**config.mk**
```make
export PLATFORM = sky130hd
export DESIGN_NAME = core_ctrl_fsm
export DESIGN_NICKNAME = d
export VERILOG_FILES = /design/src/rtl/riscv_defs.sv /design/src/rtl/core_perf_cnt.sv /design/src/rtl/core_ctrl_fsm.sv
export SDC_FILE = /design/constraint.sdc
export NUM_CORES = 1
export LEC_CHECK = 0
export BUFFER_PORTS_ARGS = -buffer_cell sky130_fd_sc_hd__buf_2
export CORE_MARGIN = 5
export CORE_UTILIZATION = 46
export DETAILED_ROUTE_END_ITERATION = 8
export GPL_TIMING_DRIVEN = 0
export PLACE_DENSITY_LB_ADDON = 0.3
export SYNTH_ARGS = -nofsm -noshare
export SYNTH_HDL_FRONTEND = slang
export SYNTH_SLANG_ARGS = --single-unit
export TNS_END_PERCENT = 50
```
**constraint.sdc**
```tcl
create_clock -name clk -period 2 [get_ports clk]
set_input_delay 0.1 -clock clk [delete_from_list [all_inputs] [get_ports clk]]
set_output_delay 0.1 -clock clk [all_outputs]
set_load 0.05 [all_outputs]
```
**src/rtl/riscv_defs.sv**
```systemverilog
`default_nettype none
// +----------------------------------------------------------------------------+
// | Package : riscv_defs                                                       |
// | Purpose : Shared control-path types for the core: PC source select and     |
// |           the control FSM state encoding, plus the wait-counter width.     |
// | Revision: 1.0 - initial release                                            |
// +----------------------------------------------------------------------------+
package riscv_defs;

  // Next-PC source chosen by the datapath when pc_we is asserted.
  typedef enum logic [1:0] {
    PC_PLUS_4 = 2'd0,
    PC_BRANCH = 2'd1,
    PC_JUMP   = 2'd2
  } pc_sel_t;

  // Multi-cycle control FSM states (exported on the debug port).
  typedef enum logic [2:0] {
    S_FETCH  = 3'd0,
    S_DECODE = 3'd1,
    S_EXEC   = 3'd2,
    S_MEM    = 3'd3,
    S_WB     = 3'd4,
    S_TRAP   = 3'd5
  } ctrl_state_t;

  // Width of the memory-ack wait counter; TIMEOUT_CYCLES must fit in it.
  localparam int unsigned WAIT_CNT_W = 8;

endpackage : riscv_defs
`default_nettype wire

```
**src/rtl/core_perf_cnt.sv**
```systemverilog
`default_nettype none
// +----------------------------------------------------------------------------+
// | Module  : core_perf_cnt                                                    |
// | Purpose : Free-running cycle counter and retired-instruction counter.      |
// |           Only instantiated when CORE_CTRL_PERF_EN is defined.             |
// | Ports   : clk         - core clock                                         |
// |           rst         - synchronous active-high reset, clears both counts  |
// |           retire      - one-cycle pulse per retired instruction            |
// |           cycle_cnt   - cycles since reset, wraps at 2^32                  |
// |           instret_cnt - retired instructions since reset, wraps at 2^32    |
// | Revision: 1.0 - initial release                                            |
// +----------------------------------------------------------------------------+
module core_perf_cnt (
  input  logic        clk,
  input  logic        rst,
  input  logic        retire,
  output logic [31:0] cycle_cnt,
  output logic [31:0] instret_cnt
);

  logic [31:0] r_cycle_cnt;
  logic [31:0] r_instret_cnt;

  always_ff @(posedge clk) begin
    if (rst) begin
      r_cycle_cnt   <= 32'd0;
      r_instret_cnt <= 32'd0;
    end else begin
      r_cycle_cnt <= r_cycle_cnt + 32'd1;
      if (retire) begin
        r_instret_cnt <= r_instret_cnt + 32'd1;
      end
    end
  end

  assign cycle_cnt   = r_cycle_cnt;
  assign instret_cnt = r_instret_cnt;

endmodule : core_perf_cnt
`default_nettype wire

```
**src/rtl/core_ctrl_fsm.sv**
```systemverilog
`default_nettype none
// +----------------------------------------------------------------------------+
// | Module  : core_ctrl_fsm                                                    |
// | Purpose : Multi-cycle control FSM for a simple RISC-V core:                |
// |           FETCH -> DECODE -> EXEC -> [MEM] -> WB, with a memory-ack        |
// |           timeout and an absorbing TRAP state.                             |
// | Config  : CORE_CTRL_PERF_EN - adds cycle_cnt / instret_cnt outputs backed  |
// |           by core_perf_cnt. Undefined by default.                          |
// | Ports   : clk, rst (sync, active-high)                                     |
// |           imem_req/imem_ack, ir_we           - instruction fetch          |
// |           dec_*                              - decoder flags for the IR    |
// |           alu_zero                           - branch condition            |
// |           dmem_req/dmem_we/dmem_ack          - data memory handshake       |
// |           pc_we/pc_sel/rf_we                 - datapath strobes            |
// |           halted, state                      - trap flag, debug view       |
// |           cycle_cnt, instret_cnt             - perf counters (optional)    |
// | Revision: 1.0 - initial release                                            |
// +----------------------------------------------------------------------------+
module core_ctrl_fsm
  import riscv_defs::*;
#(
  parameter int unsigned TIMEOUT_CYCLES = 16
) (
  input  logic        clk,
  input  logic        rst,
  output logic        imem_req,
  input  logic        imem_ack,
  output logic        ir_we,
  input  logic        dec_valid,
  input  logic        dec_is_load,
  input  logic        dec_is_store,
  input  logic        dec_is_branch,
  input  logic        dec_is_jump,
  input  logic        dec_writes_rd,
  input  logic        alu_zero,
  output logic        dmem_req,
  output logic        dmem_we,
  input  logic        dmem_ack,
  output logic        pc_we,
  output pc_sel_t     pc_sel,
  output logic        rf_we,
  output logic        halted,
  output ctrl_state_t state
`ifdef CORE_CTRL_PERF_EN
  ,
  output logic [31:0] cycle_cnt,
  output logic [31:0] instret_cnt
`endif
);

  localparam logic [WAIT_CNT_W-1:0] c_timeout = TIMEOUT_CYCLES[WAIT_CNT_W-1:0];

  ctrl_state_t           r_state;
  ctrl_state_t           w_state_next;
  logic [WAIT_CNT_W-1:0] r_wait_cnt;
  logic [WAIT_CNT_W-1:0] w_wait_cnt_next;
  logic [WAIT_CNT_W-1:0] w_wait_inc;
  logic                  w_timeout;
  // High for the cycle(s) after a reset edge. Keeps every strobe low and the
  // FSM parked in FETCH until reset has been released for a full edge, so the
  // first fetch request appears in the cycle after rst deasserts.
  logic                  r_hold;

  // A non-ack cycle that brings the counter up to the limit is the last one
  // allowed; an ack in that same cycle is checked first and wins.
  assign w_wait_inc = r_wait_cnt + WAIT_CNT_W'(1);
  assign w_timeout  = (w_wait_inc >= c_timeout);

  // --------------------------------------------------------------------------
  // State register
  // --------------------------------------------------------------------------
  always_ff @(posedge clk) begin
    if (rst) begin
      r_state    <= S_FETCH;
      r_wait_cnt <= '0;
      r_hold     <= 1'b1;
    end else begin
      r_state    <= w_state_next;
      r_wait_cnt <= w_wait_cnt_next;
      r_hold     <= 1'b0;
    end
  end

  // --------------------------------------------------------------------------
  // Next-state logic. The wait counter defaults to zero so it is clear on
  // every entry into FETCH or MEM; it only accumulates while waiting.
  // --------------------------------------------------------------------------
  always_comb begin
    w_state_next    = r_state;
    w_wait_cnt_next = '0;
    if (!r_hold) begin
      case (r_state)
        S_FETCH: begin
          if (imem_ack) begin
            w_state_next = S_DECODE;
          end else if (w_timeout) begin
            w_state_next = S_TRAP;
          end else begin
            w_wait_cnt_next = w_wait_inc;
          end
        end
        S_DECODE: begin
          w_state_next = dec_valid ? S_EXEC : S_TRAP;
        end
        S_EXEC: begin
          w_state_next = (dec_is_load || dec_is_store) ? S_MEM : S_WB;
        end
        S_MEM: begin
          if (dmem_ack) begin
            w_state_next = S_WB;
          end else if (w_timeout) begin
            w_state_next = S_TRAP;
          end else begin
            w_wait_cnt_next = w_wait_inc;
          end
        end
        S_WB: begin
          w_state_next = S_FETCH;
        end
        S_TRAP: begin
          w_state_next = S_TRAP;
        end
        default: begin
          // Unused encodings are treated as a fault.
          w_state_next = S_TRAP;
        end
      endcase
    end
  end

  // --------------------------------------------------------------------------
  // Output decode
  // --------------------------------------------------------------------------
  always_comb begin
    imem_req = 1'b0;
    ir_we    = 1'b0;
    dmem_req = 1'b0;
    dmem_we  = 1'b0;
    pc_we    = 1'b0;
    pc_sel   = PC_PLUS_4;
    rf_we    = 1'b0;
    halted   = 1'b0;
    if (!r_hold) begin
      case (r_state)
        S_FETCH: begin
          imem_req = 1'b1;
          ir_we    = imem_ack;
        end
        S_MEM: begin
          dmem_req = 1'b1;
          dmem_we  = dec_is_store;
        end
        S_WB: begin
          pc_we = 1'b1;
          // A store never writes the register file, whatever the decoder says.
          rf_we = dec_writes_rd && !dec_is_store;
          if (dec_is_jump) begin
            pc_sel = PC_JUMP;
          end else if (dec_is_branch && alu_zero) begin
            pc_sel = PC_BRANCH;
          end
        end
        S_TRAP: begin
          halted = 1'b1;
        end
        default: begin
        end
      endcase
    end
  end

  assign state = r_state;

`ifdef CORE_CTRL_PERF_EN
  // Every WB cycle retires exactly one instruction, marked by pc_we.
  core_perf_cnt u_perf_cnt (
    .clk         (clk),
    .rst         (rst),
    .retire      (pc_we),
    .cycle_cnt   (cycle_cnt),
    .instret_cnt (instret_cnt)
  );
`endif

endmodule : core_ctrl_fsm
`default_nettype wire
```
==> reports/metrics.cfg <==
[die]
die-height_um = 47.0
design.core.area_sq_um = 1300
io-pin-count = 23
design.die.area_sq_um = 2210
placementRows = 13
die_x_um = 47.0
floorplan.initialDensity_pct = 48.5

[worst_setup_path]
critical_path.n_buffers_inverters = 2
delay_of_the_slowest_cell_on_the_worst_path_ps = 450
timing.critical_path.depth = 4
setup.worst_path.start_class = flop
critical_path.endpoint_type = output port
length_in_cells_of_the_worst_reg_to_reg_path = 5
crit_path_cell_chain = clkbuf_1 -> or3_1 -> nor3_1 -> buf_2
cp_top_family = simple AND/OR/NAND/NOR gates
crit_fanout = 10
reg_to_reg_setup_timing_slack_ps = 350
worstReg2RegEnd = state[0]
reg2reg_from = r_wait_cnt[0]
cp.arrival_ps = 1740
cp_data_required_time_ps = 1900
library_cell_contributing_the_largest_single_delay_on_the_critical_path = sky130_fd_sc_hd__or3_1
critical_path_class = reg2out

[layout]
finish.cell_count_without_fillers = 121
n_antenna_cell = 0
multiInputGateArea_sq_um = 385
layout_cell_share_with_drive_strength_beyond_1_pct = 30.2
sequential_cell_area_sq_um = 240
final_cell_area_sq_um = 828
syn_to_layout_area_delta_pct = 31.3
final_core_util_pct = 63.7
num-fill-cells = 128
nets = 119

[cts]
clkLatencyLatePin_ps = 270
cts_hold_buf = 1
ctsResizeCount = 0
ctsRootBufferMaster = sky130_fd_sc_hd__clkbuf_4
cts_sinks = 12
tritoncts_clock_tree = done
clockBufferDepth = 2
h-tree-depth = 1
clk_pin_slew_worst_paths_ps = 70
cts_setup_buffers = 0
cts_inserted_buffers = 3

[synthesis]
synth.yosys.warnings = 0
yosysUniqueCellTypes = 33
synthCells = 76
sequential_share_of_the_synthesized_area_pct = 38.1
synth_top_cell_by_area = sky130_fd_sc_hd__dfxtp_1
synth_most_common_cell = sky130_fd_sc_hd__dfxtp_1
synth_top_flop_cell = sky130_fd_sc_hd__dfxtp_1
netlist_top_cells_area = sky130_fd_sc_hd__dfxtp_1, sky130_fd_sc_hd__xnor2_1, sky130_fd_sc_hd__nor3_1
synth_edf_count = 0
synth_area_per_cell_sq_um = 8.30
synth_top_area_share_pct = 38.1
async_reset_ff_share_pct = 0
ys_ff_latch = 12
synth.cells.most_frequent = sky130_fd_sc_hd__dfxtp_1, sky130_fd_sc_hd__nor2_1, sky130_fd_sc_hd__inv_1, sky130_fd_sc_hd__nand2_1, sky130_fd_sc_hd__nor3_1
synthesis.area_sq_um = 631

[timing]
setup_tns_ps = 0
finClkSkew_ps = 1.76
layout_worst_path_cycle_share_pct = 92.0
hold_slack_ps = 139
fin_crit_ps = 1840
finalMaxSlewViolations = 0
finalHoldViolations = 0
fmax_ghz = 0.544
timing.final.setup_violations = 0
layout_setup_ws_ps = 161
rsz0062_at_grt = no

[placement]
dpl-instance-area_sq_um = 782
dp.final_hpwl_mm = 1.14
dp_slack_ps = 386
finalWeightedCongestion = 0.803
numPortBuffers = 22
placed_instance_count = 116

[grt]
grt_first_pass_wirelength_mm = 2.38
antenna_found_initial = 0
maximum_number_of_pins_on_one_net_before_global_route_repair = 11
vias_in_the_first_global_route = 570
globalRouteOverflowTotal = 0
global_route.usage.total_pct = 15.4

[power]
peakVddDrop_v = 0.000465
pwr_dens_nw_per_um2 = 746
total_power_mw = 0.618
p_leak_nw = 0.387

[drt]
detailed_routing_iterations_pass_1 = 4
remaining_drc_errors = 0
routed_via_density = 5.41
routed_wl_mm = 1.42
first_iter_violations = 5
vias_after_detailed_routing = 655
wl_per_cell_um = 11.7
drtAntennaViolNets = 0

[worst_hold_path]
holdCritStartpoint = imem_ack
min_path_cells = 3
min_to = state[0]
hold_path_class = in2reg

[run]
drv.max_cap_violation_count = 0

[outcome]
result_of_the_run = finished clean

==> sequential cells by signal, indices dropped and copies added, names as in the netlist <==
name,count
r_hold,1
r_wait_cnt,8
state,3
==> metal layers <==
metal	track usage [%]	up-vias	part of all wire, %
met1	18.6	296	42
met5	0	-	0
li1	-	333	-
met2	24.4	24	45
met3	4.60	2	11
met4	8.29	0	1.2
==> cell usage in the layout, fill, tap and decap left out, types with 3 or more instances in the layout <==
cell	instances
sky130_fd_sc_hd__a21oi_1	4
sky130_fd_sc_hd__and2_1	3
sky130_fd_sc_hd__buf_2	23
sky130_fd_sc_hd__clkbuf_4	3
sky130_fd_sc_hd__conb_1	4
sky130_fd_sc_hd__dfxtp_1	12
sky130_fd_sc_hd__inv_1	5
sky130_fd_sc_hd__nand2_1	5
sky130_fd_sc_hd__nor2_1	6
sky130_fd_sc_hd__nor3_1	5
sky130_fd_sc_hd__o21ai_0	3
sky130_fd_sc_hd__or3_1	3
sky130_fd_sc_hd__xnor2_1	4
==> power breakdown <==
part	switching (mW)	total, mW	leakage, nW	internal [mW]
Clock	0.0764	0.187	0.0210	0.111
Sequential	0.0155	0.267	0.0991	0.252
Combinational	0.113	0.164	0.267	0.0510
==> cell type report <==
cell class / count / area share [%]
Multi-Input combinational cell: 60 / 46.5
Buffer: 2 / 1.06
Sequential cell: 12 / 29.0
Inverter: 5 / 2.27
Tap cell: 15 / 2.27
Timing Repair Buffer: 23 / 14.5
Clock buffer: 4 / 4.38
==> worst register-to-register path, delay by kind of cell, from the launching register on <==
kind	cells	cell delay (ps)
adder cells (fa/ha/maj)	1	230
flip-flops	1	330
AO/OA/AOI/OAI	4	950
==> cells by family after synthesis <==
logic type	Yosys count	synth area share [%]
fa+ha+maj	1	1.98
simple gates	31	27.0
other cells	1	0.595
compound gates	20	22.4
xor+xnor	4	5.55
flops	12	38.1
buf+inv	7	4.36
==> worst max path at each step <==
| stage | from | slack (ps) | end |
|---|---|---|---|
| global placement | r_wait_cnt[0] | 380 | state[0] |
| floorplan | state[2] | -400 | pc_sel[0] |
| finish | state[1] | 160 | pc_sel[0] |
| global route | state[1] | 60 | rf_we |
| detailed placement | r_wait_cnt[0] | 390 | state[0] |
| CTS | state[1] | 160 | pc_sel[0] |
Note: power is estimated with default switching activity, not from simulation.
